==> config.mk <==
export PLATFORM = sky130hd
export DESIGN_NAME = countdown_timer
export DESIGN_NICKNAME = d
export VERILOG_FILES = /design/src/rtl/timer_pkg.sv /design/src/rtl/bcd_digit_dec.sv /design/src/rtl/countdown_timer.sv
export SDC_FILE = /design/constraint.sdc
export NUM_CORES = 1
export LEC_CHECK = 0
export ABC_CLOCK_PERIOD_IN_PS = 2600
export CAP_MARGIN = 20
export CORE_ASPECT_RATIO = 0.75
export CORE_MARGIN = 2
export CORE_UTILIZATION = 40
export DETAILED_ROUTE_END_ITERATION = 10
export GPL_ROUTABILITY_DRIVEN = 0
export PLACE_DENSITY = 0.68
export SYNTH_ARGS = -nofsm -noshare
export SYNTH_HDL_FRONTEND = slang
export SYNTH_SLANG_ARGS = --single-unit
==> constraint.sdc <==
create_clock -name clk -period 2.6 [get_ports clk]
set_clock_uncertainty 0.05 [all_clocks]
set_input_delay 0.52 -clock clk [delete_from_list [all_inputs] [get_ports clk]]
set_output_delay 0.52 -clock clk [all_outputs]
set_load 0.1 [all_outputs]
==> src/rtl/timer_pkg.sv <==
// Shared definitions for the countdown timer: state encoding and BCD digit limits.
package timer_pkg;

    typedef enum logic [2:0] {
        ST_IDLE   = 3'd0,
        ST_READY  = 3'd1,
        ST_RUN    = 3'd2,
        ST_PAUSED = 3'd3,
        ST_DONE   = 3'd4
    } state_t;

    localparam logic [3:0] BCD_MAX_UNITS = 4'd9;  // su, mu wrap target
    localparam logic [3:0] BCD_MAX_TENS  = 4'd5;  // st wrap target
    localparam int         MAX_MIN_T_DEF = 9;     // default largest minutes-tens digit

endpackage

==> src/rtl/bcd_digit_dec.sv <==
// One BCD digit of a borrow-chained down-counter. With borrow_in high the
// digit steps down by one; from zero it wraps to the supplied limit and
// passes the borrow on to the next more-significant digit.
module bcd_digit_dec (
    input  logic [3:0] digit,
    input  logic [3:0] limit,
    input  logic       borrow_in,
    output logic [3:0] digit_next,
    output logic       borrow_out
);

    // Decrement-with-wrap for a single digit.
    always_comb begin
        digit_next = digit;
        borrow_out = 1'b0;
        if (borrow_in) begin
            if (digit == 4'd0) begin
                digit_next = limit;
                borrow_out = 1'b1;
            end else begin
                digit_next = digit - 4'd1;
            end
        end
    end

endmodule

==> src/rtl/countdown_timer.sv <==
// mm:ss BCD countdown timer with load/start/pause/clear strobes and a 1 Hz tick.
//
//   state     | meaning
//   ----------+--------------------------------------------------------
//   ST_IDLE   | count is 00:00, waiting for a nonzero load
//   ST_READY  | nonzero value loaded, waiting for start
//   ST_RUN    | counting down one second per tick
//   ST_PAUSED | count frozen, start resumes
//   ST_DONE   | count reached 00:00 by ticking; done pulses on entry
//
// Only the highest-priority asserted strobe is considered in a cycle
// (clear > load > pause > start > tick); if that strobe has no effect in the
// current state the cycle is a no-op.
module countdown_timer
    import timer_pkg::*;
#(
    parameter int MAX_MIN_T = MAX_MIN_T_DEF
) (
    input  logic       clk,
    input  logic       rst_n,
    input  logic       tick,
    input  logic       load,
    input  logic [3:0] ld_mt,
    input  logic [3:0] ld_mu,
    input  logic [3:0] ld_st,
    input  logic [3:0] ld_su,
    input  logic       start,
    input  logic       pause,
    input  logic       clear,
    output logic [3:0] mt,
    output logic [3:0] mu,
    output logic [3:0] st,
    output logic [3:0] su,
    output logic       running,
    output logic       done,
    output logic       zero
);

    localparam logic [3:0] MT_LIM = 4'(MAX_MIN_T);

    state_t     state_q, state_d;
    logic [3:0] mt_q, mu_q, st_q, su_q;
    logic [3:0] mt_d, mu_d, st_d, su_d;
    logic       done_q, done_d;

    logic [3:0] dec_mt, dec_mu, dec_st, dec_su;
    logic       b_su, b_st, b_mu, b_mt;
    logic       ld_valid, ld_zero, dec_zero;

    bcd_digit_dec u_dec_su (.digit(su_q), .limit(BCD_MAX_UNITS), .borrow_in(1'b1),
                            .digit_next(dec_su), .borrow_out(b_su));
    bcd_digit_dec u_dec_st (.digit(st_q), .limit(BCD_MAX_TENS), .borrow_in(b_su),
                            .digit_next(dec_st), .borrow_out(b_st));
    bcd_digit_dec u_dec_mu (.digit(mu_q), .limit(BCD_MAX_UNITS), .borrow_in(b_st),
                            .digit_next(dec_mu), .borrow_out(b_mu));
    bcd_digit_dec u_dec_mt (.digit(mt_q), .limit(MT_LIM), .borrow_in(b_mu),
                            .digit_next(dec_mt), .borrow_out(b_mt));

    assign ld_valid = (ld_mt <= MT_LIM) && (ld_mu <= BCD_MAX_UNITS) &&
                      (ld_st <= BCD_MAX_TENS) && (ld_su <= BCD_MAX_UNITS);
    assign ld_zero  = ({ld_mt, ld_mu, ld_st, ld_su} == 16'h0000);
    assign dec_zero = ({dec_mt, dec_mu, dec_st, dec_su} == 16'h0000);

    // Next-state and next-count selection by strobe priority.
    always_comb begin
        state_d = state_q;
        mt_d    = mt_q;
        mu_d    = mu_q;
        st_d    = st_q;
        su_d    = su_q;
        done_d  = 1'b0;
        if (clear) begin
            state_d = ST_IDLE;
            mt_d    = 4'd0;
            mu_d    = 4'd0;
            st_d    = 4'd0;
            su_d    = 4'd0;
        end else if (load) begin
            if (state_q != ST_RUN && ld_valid) begin
                mt_d    = ld_mt;
                mu_d    = ld_mu;
                st_d    = ld_st;
                su_d    = ld_su;
                state_d = ld_zero ? ST_IDLE : ST_READY;
            end
        end else if (pause) begin
            if (state_q == ST_RUN) begin
                state_d = ST_PAUSED;
            end
        end else if (start) begin
            if (state_q == ST_READY || state_q == ST_PAUSED) begin
                state_d = ST_RUN;
            end
        end else if (tick) begin
            // A borrow out of the top digit means the count is already 00:00;
            // suppressing the update keeps the count from wrapping.
            if (state_q == ST_RUN && !b_mt) begin
                mt_d = dec_mt;
                mu_d = dec_mu;
                st_d = dec_st;
                su_d = dec_su;
                if (dec_zero) begin
                    state_d = ST_DONE;
                    done_d  = 1'b1;
                end
            end
        end
    end

    // State, count and done-pulse registers.
    always_ff @(posedge clk or negedge rst_n) begin
        if (!rst_n) begin
            state_q <= ST_IDLE;
            mt_q    <= 4'd0;
            mu_q    <= 4'd0;
            st_q    <= 4'd0;
            su_q    <= 4'd0;
            done_q  <= 1'b0;
        end else begin
            state_q <= state_d;
            mt_q    <= mt_d;
            mu_q    <= mu_d;
            st_q    <= st_d;
            su_q    <= su_d;
            done_q  <= done_d;
        end
    end

    assign mt      = mt_q;
    assign mu      = mu_q;
    assign st      = st_q;
    assign su      = su_q;
    assign done    = done_q;
    assign running = (state_q == ST_RUN);
    assign zero    = ({mt_q, mu_q, st_q, su_q} == 16'h0000);

endmodule

Yosys cells after proc, flatten, opt, wreduce, memory -nomap -nowiden

Index checks and enable logic that the tools add are counted.

Logic and storage cells: 104
Bits in latches: 0
Memories: 0
Output and inout port bits: 19
Bits in read-only memories: 0
Bits in registers: 20
Memory bits (writable): 0
Input bits: 23

Reduce and logical (&&, ||, !) cells: 21
Multipliers: 0
Shift-type cells: 0
Bitwise operators: 0
Add/subtract/negate cells: 4
Equal/unequal tests: 9
Div/mod/pow operators: 0
Order comparisons: 4
Muxes and demuxes: 60

Operator list:

| cell                  | count |
|---|---|
| $mux W4               | 35 |
| $logic_not A16 Y1     | 3 |
| $mux W3               | 10 |
| $logic_not A4 Y1      | 4 |
| $sub A4 B1 Y4 const B | 4 |
| $mux W1               | 15 |
| $reduce_bool A5 Y1    | 3 |
| $le A4 B4 Y1 const B  | 3 |
| $ne A3 B2 Y1 const B  | 3 |
| $eq A3 B2 Y1 const B  | 2 |
| $reduce_and A6 Y1     | 1 |
| $reduce_bool A3 Y1    | 2 |
| $logic_and A1 B1 Y1   | 5 |
| $ne A5 B2 Y1 const B  | 1 |
| $reduce_and A5 Y1     | 1 |
| $le A4 B3 Y1 const B  | 1 |
| $ne A4 B2 Y1 const B  | 1 |
| $eq A3 B1 Y1 const B  | 1 |
| $ne A3 B1 Y1 const B  | 1 |
| $logic_not A1 Y1      | 1 |
| $logic_or A1 B1 Y1    | 1 |

Depth between registers and ports, before layout

Gate-level depths: netlist of the first run.

Depth after elaboration: 13
Mapped depth: 7
Mapped depth without buffers: 5

Modules after synthesis

A second synthesis of the first run with hierarchy kept.

Cells, all modules: 212
Area, all modules: 1953.1 um2

By module, submodules not included:

| module          | cells each | times used | area an instance (um2) |
|---|---|---|---|
| countdown_timer | 120        | 1          | 1312.5 |
| bcd_digit_dec   | 23         | 4          | 160.2 |

Worst setup path after synthesis of the first run

No wires, ideal clock.

Path type: flip-flop to output port
Start: reg su_q[1], in the netlist su[1]
End: out zero
Data arrival time: 3.359 ns
Cell stages (with the launch flop): 5
Slack: -1.329 ns
Required time: 2.030 ns
Cells stage by stage: dfrtp_1 -> or4_1 -> buf_2 -> or4_4 -> nor2_1

Word-level cells in the longest chain between the ends: 1

RTL lines:

| what                   | line                   | RTL |
|---|---|---|
| start, declared        | countdown_timer.sv:42  | `logic [3:0] mt_q, mu_q, st_q, su_q;` |
| start signal, assigned | countdown_timer.sv:124 | `su_q <= su_d;` |
| $logic_not A16 Y1      | countdown_timer.sv:135 | `assign zero = ({mt_q, mu_q, st_q, su_q} == 16'h0000);` |
| end, declared          | countdown_timer.sv:36  | `output logic zero` |

Every way passes these cells.

Final worst setup path of the first run

Start: reg su_q[0], in the netlist su[0]
End: out zero

Same word-level chain as after synthesis.

==> results.yml, run 1 <==
global_routing:
  grt_pass1_vias: 1902
  grt_pass1_wl_um: 9290
  grt_max_degree: 21
  antenna_found_initial: 0
  grt_overflow: 0
  grt.total_usage_pct: 28.5
detailed_routing:
  drc_errors: 0
  drtAntennaViolNets: 0
  wl_per_cell_um: 19.5
  drt_iter0_drc: 270
  first_pass_iters: 5
  vias_per_cell: 6.41
  vias: 1937
  routed_wl_um: 5890
power:
  power.share.clock_pct: 20.6
  ir_drop_v: 0.000299
  seq_power_share_pct: 29.3
  fin_total_pwr_mw: 1.22
  p_int_mw: 0.697
  power_frac_comb_pct: 50.1
  p_switching_mw: 0.525
  switching_share_pct: 43.0
  power_density_nw_per_um2: 538
  leakagePower_nw: 0.945
synth:
  synth_top_area_cell: "dfrtp_1"
  synth_top_area_share_pct: 32.8
  syn_area_per_cell_um2: 8.21
  ys_ff_latch: 20
  synth_area_leaders: "dfrtp_1 (33%), nor2_1 (4.7%), o21ai_0 (4.6%), nand3_1 (3.6%), nor3_1 (3.3%)"
  synth_cell_types: 50
  syn_inst: 186
  yosysWarnings: 0
  yosysSeqAreaShare_pct: 32.8
  synth_area_um2: 1530
  synth_fp_nets: 209
  synth_flop_cell: "dfrtp_1"
  synth-edff-count: 0
  async_reset_ff_share_pct: 100
worst_hold_path:
  worstHoldStart: "state_q[2]"
  hold_class: "reg -> reg"
sta:
  max_freq_ghz: 0.372
  fin_ws_ns: -0.0876
  slew_violations: 0
  rsz0062_at_grt: "true"
  fin_crit_ns: 2.69
  setup_violations: 1
  hold_ws_ns: 0.491
  max_slew.worst_pin.slew_ns: 0.583
  relSlewSlack_pct: 60.8
  min_period_over_period_pct: 103
  fin_setup_tns_ns: -0.0876
  hold_violations: 0
cells_and_area:
  nets: 274
  register_area_um2: 520
  design_area_um2: 2270
  layoutNonFillerInstCount: 302
  antenna_cells: 0
  final_core_util_pct: 62.0
  fillers: 341
  final_cell_mix: "buf_4 (44), clkdlybuf4s50_1 (22), nor2_1 (18), o21ai_0 (14), nand3_1 (11)"
  multi_input_area_um2: 997
  syn2layout_area_growth_pct: 48.7
  drive_gt1_share_pct: 32.0
  final_common_cell: "buf_4"
worst_setup_path:
  crit_top_cell: "or4_4"
  r2r-start: "su[0]"
  crit_chain: "or4_4 > or4_4 > nor2_4 > buf_12"
  startpoint: "su[0]"
  critPathTopFamily: "simple AND/OR/NAND/NOR gates"
  crit_type: "reg -> out"
  cp-end-kind: "output pin"
  slowest_delay_ns: 0.55
  required_ns: 2.03
  startpoint_type: "register"
  critPathBufInv: 1
  crit_fanout: 2
  crit_arrival_ns: 2.12
  crit_path_top_delay_cell: "or4_4"
die:
  initial_utilization_pct: 41.7
  core_area_um2: 3660
  rows: 19
  die_h_um: 57.5
  dieArea_um2: 4330
  fp.dieW_um: 75.3
  ios: 42
place:
  place_ws_ns: 0.0125
  placed_area_um2: 2150
  place_hpwl_um: 4460
  portBuffers: 41
  dpl.cell_count: 294
cts:
  cts_root_buffer: "clkbuf_8"
  cts.sinks: 20
  htree_levels: 1
  cts_buffers: 3
  cts_tree: "done"
  clk_pin_slew_worst_paths_ns: 0.08
  clock_latency_ns: 0.27
  clock_path_buffers: 2
status:
  violations: "negative setup slack"
  status: "finished with violations"
flow_run:
  max_cap_violations: 0
[per-layer routing]
layer	track usage [%]	part of all wire [%]
met1	38.9	41
met2	45.1	44
met3	6.71	12
met4	8.02	3.3
met5	0	0
[sequential cells by signal, indices dropped and copies added, names as in the netlist]
| signal | count |
|---|---|
| done | 1 |
| mt | 4 |
| mu | 4 |
| st | 4 |
| state_q | 3 |
| su | 4 |
[Yosys cell counts (all sizes together), types with 5 or more instances]
master  instances
a21oi           8
clkbuf          7
dfrtp          20
inv             8
nand2          10
nand3          12
nand4           6
nor2           19
nor3           11
nor4            8
o211ai          5
o21ai          15
o31ai           5
or4             6
[area by class of cell]
| class | count | area share, % |
|---|---|---|
| inverters | 8 | 1.32 |
| multi-input cells | 149 | 43.9 |
| clock buffers | 4 | 2.43 |
| well taps | 52 | 2.87 |
| flip-flops and latches | 20 | 22.9 |
| repair buffers | 69 | 26.5 |
[timing repair]
item                                    4_1_cts  5_1_grt
setup buffers                                 2        2
gates cloned                                  0        0
hold endpoints to repair                      0        0
pin swaps                                     3        5
endpoints found under the setup margin        1       14
gates resized for setup                       2        7
hold buffers                                  0        0
[power by group through the flow]
stage | clock network [mW] | logic [mW] | registers, mW
finish | 0.251 | 0.612 | 0.358
global route | 0.267 | 0.644 | 0.359
CTS | 0.252 | 0.585 | 0.357
detailed placement | 0 | 0.565 | 0.363
global placement | 0 | 0.559 | 0.361
floorplan | 0 | 0.244 | 0.479
[logic make-up (layout without fill, tap and decap cells)]
| group | count (synthesis) | count (layout) | share of synthesized area (%) |
|---|---|---|---|
| and+or+nand+nor | 86 | 86 | 32.1 |
| xor gates and xnor gates | 1 | 1 | 0.574 |
| DFF | 20 | 20 | 32.8 |
| muxes | 3 | 3 | 2.62 |
| buffers and inverters | 17 | 81 | 4.34 |
| AOI/OAI and AO/OA | 59 | 59 | 27.6 |
[path summary, 6_finish.rpt]
check,to,slack [ns],cells past startpoint
min in group asynchronous,mu[3],0.54,2
max reg2reg,su[0],0.02,6
min reg2reg,state_q[2],0.49,1
max in group asynchronous,su[1],1.71,2
min,state_q[2],0.49,1
max,zero,-0.09,4
Power figures use the tool's default switching activity.
==> inputs of run 2 (changes only) <==
- CORE_UTILIZATION: 40 -> 48
- PLACE_DENSITY: 0.68 -> 0.8
==> run 2 against run 1 <==
The run still ends with negative setup slack left. Final area is 0.94% lower. First-iteration DRC count up 31%. Clock power decreased by 5%. Via count increased by 0.62%. Critical endpoint unchanged. Largest power group unchanged. Highest routed layer unchanged.
==> results.yml, run 2 (synthesis results as in run 1) <==
status:
  violations: "negative setup slack"
  status: "finished with violations"
detailed_routing:
  drc_errors: 0
  first_pass_iters: 5
  vias_per_cell: 6.72
  routed_wl_um: 5640
  drt_iter0_drc: 354
  drtAntennaViolNets: 0
  wl_per_cell_um: 19.4
  vias: 1949
worst_setup_path:
  required_ns: 2.03
  reg2reg_slack_ns: -0.02
  startpoint_type: "register"
  crit_arrival_ns: 2.11
  cp-end-kind: "output pin"
  crit_type: "reg -> out"
  crit_fanout: 2
global_routing:
  grt_max_degree: 16
  grt_overflow: 0
  grt_pass1_vias: 1748
  grt_pass1_wl_um: 8820
  grt.total_usage_pct: 31.6
  antenna_found_initial: 0
sta:
  fin_setup_tns_ns: -0.123
  rsz0062_at_grt: "true"
  relSlewSlack_pct: 52.5
  max_slew.worst_pin.slew_ns: 0.711
  slew_violations: 0
  hold_violations: 0
  min_period_over_period_pct: 103
  max_freq_ghz: 0.373
  setup_violations: 3
  fin_crit_ns: 2.68
  fin_ws_ns: -0.0830
cts:
  cts_tree: "done"
  cts_buffers: 3
  clk_pin_slew_worst_paths_ns: 0.08
  htree_levels: 1
  clock_path_buffers: 2
  clock_latency_ns: 0.26
  postCtsHoldBufs: 0
  cts_root_buffer: "clkbuf_8"
  cts.sinks: 20
cells_and_area:
  antenna_cells: 0
  nets: 276
  design_area_um2: 2250
  drive_gt1_share_pct: 32.1
  syn2layout_area_growth_pct: 47.3
  final_cell_mix: "buf_4 (47), clkdlybuf4s50_1 (22), nor2_1 (18), o21ai_0 (14), nand3_1 (11)"
  final_common_cell: "buf_4"
power:
  p_switching_mw: 0.509
  switching_share_pct: 42.6
  fin_total_pwr_mw: 1.20
  power_density_nw_per_um2: 532
  p_int_mw: 0.687
  leakagePower_nw: 0.945
  power_frac_comb_pct: 50.1
  ir_drop_v: 0.000339
  power.share.clock_pct: 19.9
  seq_power_share_pct: 29.9
worst_hold_path:
  hold_class: "reg -> reg"
die:
  initial_utilization_pct: 51.3
  dieArea_um2: 3650
  core_area_um2: 2980
  fp.dieW_um: 69.1
  die_h_um: 52.8
  ios: 42
  rows: 17
flow_run:
  max_cap_violations: 0
place:
  place_ws_ns: 0.0980
  placed_area_um2: 2140
  portBuffers: 41
  place_hpwl_um: 4250
==> run 2: cell types whose count changed in the layout (fill, tap and decap cells not counted) <==
cell / delta
o311ai_0: +1
nor4_2: +1
buf_6: -1
o221ai_1: +1
or4_1: +1
a21oi_2: +1
a21boi_1: -1
a21boi_0: +1
a21oi_1: -1
nor4_4: -1
buf_4: +3
or4_4: -1
o221ai_2: -1
o311ai_1: -1
==> run 2: layout make-up <==
cell class,instances,area (µm²)
Clock buffer,4,55.1
Multi-Input combinational cell,149,982
Timing Repair Buffer,71,613
Sequential cell,20,520
Tap cell,38,47.5
Inverter,8,30.0
Fill cell,205,729
==> run 2: power by group through the flow <==
stage	sequential (mW)	combinational, mW	clock (mW)
5_1_grt	0.360	0.625	0.261
2_1_floorplan	0.479	0.244	0
3_3_place_gp	0.360	0.558	0
4_1_cts	0.355	0.581	0.242
6_report	0.358	0.599	0.238
3_5_place_dp	0.361	0.568	0
==> run 2: per-stage QoR <==
stage | hold slack [ns] | utilization [%] | cells
2_1_floorplan | 0.174 | - | 186
3_3_place_gp | 0.465 | 71.9 | 281
3_5_place_dp | 0.481 | 71.9 | 281
4_1_cts | 0.497 | 74.1 | 286
5_1_grt | 0.530 | 75.5 | 290
6_report | 0.518 | 75.5 | 290
==> run 2: what timing repair did <==
item                       CTS  global route
resized for setup            1             3
pin swaps                    4             4
buffers inserted             1             4
setup endpoints to repair    1             7
==> run 2: critical path: stages (launching register included) <==
cell     delay [ns]
dfrtp_4        0.47
or4_4          0.55
or4_4          0.53
nor2_4         0.12
buf_12         0.18
==> run 2: worst paths after layout <==
kind	from	end	cells past startpoint
min in group asynchronous	rst_n	su[0]	1
max in group asynchronous	rst_n	state_q[2]	2
hold reg to reg	state_q[2]	state_q[2]	1
setup / recovery	su[0]	zero	4
setup reg to reg	su[0]	su[0]	6
hold / removal	state_q[2]	state_q[2]	1
==> run 2: layer usage <==
metal / global-route usage [%] / up-vias / routed length [µm]
li1: - / 864 / -
met5: 0 / - / 0
met3: 7.31 / 20 / 771
met1: 40.9 / 888 / 2180
met4: 10.1 / 0 / 107
met2: 52.9 / 177 / 2580
==> inputs of run 3 (changes only) <==
- CORE_UTILIZATION: 48 -> 31
- PLACE_DENSITY: 0.8 -> 0.56
==> run 3 against run 2 <==
Largest power group unchanged. Critical path depth unchanged. Largest cell class unchanged. Worst setup slack worse by 0.012 ns. Final area up 3.3%. Hold slack worse by 0.021 ns. Combinational power about the same. The flow still finishes with violations (negative setup slack).
==> results.yml, run 3 (synthesis results as in run 1) <==
status:
  status: "finished with violations"
  violations: "negative setup slack"
place:
  place_hpwl_um: 4470
  portBuffers: 41
  place_ws_ns: 0.00813
  placed_area_um2: 2230
  dpl.cell_count: 311
die:
  rows: 22
  core_area_um2: 4820
  ios: 42
  dieArea_um2: 5510
  die_h_um: 64.8
  initial_utilization_pct: 31.7
  fp.dieW_um: 85.0
sta:
  relSlewSlack_pct: 68.2
  setup_violations: 1
  fin_ws_ns: -0.0950
  hold_ws_ns: 0.498
  max_freq_ghz: 0.371
  fin_crit_ns: 2.70
  rsz0062_at_grt: "true"
  max_slew.worst_pin.slew_ns: 0.473
  min_period_over_period_pct: 104
  slew_violations: 0
  hold_violations: 0
global_routing:
  grt_max_degree: 21
  grt_overflow: 0
  top_usage_layer: "met1"
  antenna_found_initial: 0
  met1_usage_pct: 32.6
  met3_usage_pct: 4.59
  grt_pass1_vias: 1669
  met2_usage_pct: 30.7
  grt.total_usage_pct: 21.5
  grt_pass1_wl_um: 9030
cts:
  cts_buffers: 3
  clock_latency_ns: 0.28
  cts_tree: "done"
  clock_path_buffers: 2
  cts_root_buffer: "clkbuf_8"
  clk_pin_slew_worst_paths_ns: 0.08
  cts.sinks: 20
  htree_levels: 1
cells_and_area:
  multi_input_area_um2: 976
  antenna_cells: 0
  register_area_um2: 520
  final_core_util_pct: 48.2
  final_cell_mix: "buf_4 (51), clkdlybuf4s50_1 (22), nor2_1 (18), o21ai_0 (13), nand3_1 (11)"
  design_area_um2: 2320
  layoutNonFillerInstCount: 318
  syn2layout_area_growth_pct: 52.1
  fillers: 458
  nets: 282
  drive_gt1_share_pct: 32.9
  final_common_cell: "buf_4"
detailed_routing:
  vias: 1803
  drtAntennaViolNets: 0
  vias_per_cell: 5.67
  drc_errors: 0
  drt_iter0_drc: 155
  routed_wl_um: 5750
  first_pass_iters: 4
  wl_per_cell_um: 18.1
worst_setup_path:
  required_ns: 2.03
  crit_type: "reg -> out"
  crit_fanout: 2
  cp-end-kind: "output pin"
  startpoint_type: "register"
  crit_arrival_ns: 2.13
power:
  ir_drop_v: 0.000341
  power_density_nw_per_um2: 520
  leakagePower_nw: 0.982
worst_hold_path:
  hold_class: "reg -> reg"
flow_run:
  max_cap_violations: 0
-- run 3: cell count changes in the layout (fill, tap and decap cells not counted), sizes merged --
cell / previous run / this run
buf: 49 / 55
-- run 3: repair_timing --
item,in CTS,in global routing
pin swaps,2,7
endpoints found under the setup margin,1,9
hold buffers,0,0
setup buffers,1,2
gates resized for setup,2,5
-- run 3: final timing paths --
check	from	endpoint	slack (ns)	depth (start not counted)
max	su[1]	zero	-0.1	4
min	state_q[1]	state_q[1]	0.50	2
max reg2reg	su[1]	su[0]	0.06	6
min reg2reg	state_q[1]	state_q[1]	0.50	2
max in group asynchronous	rst_n	su[1]	1.72	2
min in group asynchronous	rst_n	mu[1]	0.54	2
-- run 3: power by group --
| group | total (mW) | internal, mW | switching (mW) |
|---|---|---|---|
| Combinational | 0.596 | 0.220 | 0.376 |
| Sequential | 0.352 | 0.333 | 0.0185 |
| Clock | 0.261 | 0.136 | 0.125 |
| Total | 1.21 | 0.688 | 0.520 |
-- run 3: layer usage --
layer | routed length, µm | vias to the layer above
li1 | - | 878
met1 | 2730 | 832
met2 | 2420 | 88
met3 | 565 | 5
met4 | 34 | 0
met5 | 0 | -
-- run 3: worst max-delay path: stages, from the launching register on --
cell and delay, ns:
dfrtp_4 0.48, or4_4 0.54, or4_4 0.53, nor2_4 0.12, buf_12 0.18
-- run 3: per-stage QoR --
stage                     setup TNS, ns  total power, mW
after detailed placement              0            0.930
final                           -0.0950             1.21
after CTS                        -0.114             1.20
after global routing             -0.176             1.26
after floorplan                  -0.639            0.723
after global placement                0            0.933
-- run 3: cell type report --
cell class	count	share of cell area (%)
Inverter	8	1.29
Sequential cell	20	22.4
Timing Repair Buffer	77	28.7
Tap cell	60	3.23
Clock buffer	4	2.37
Multi-Input combinational cell	149	42.0
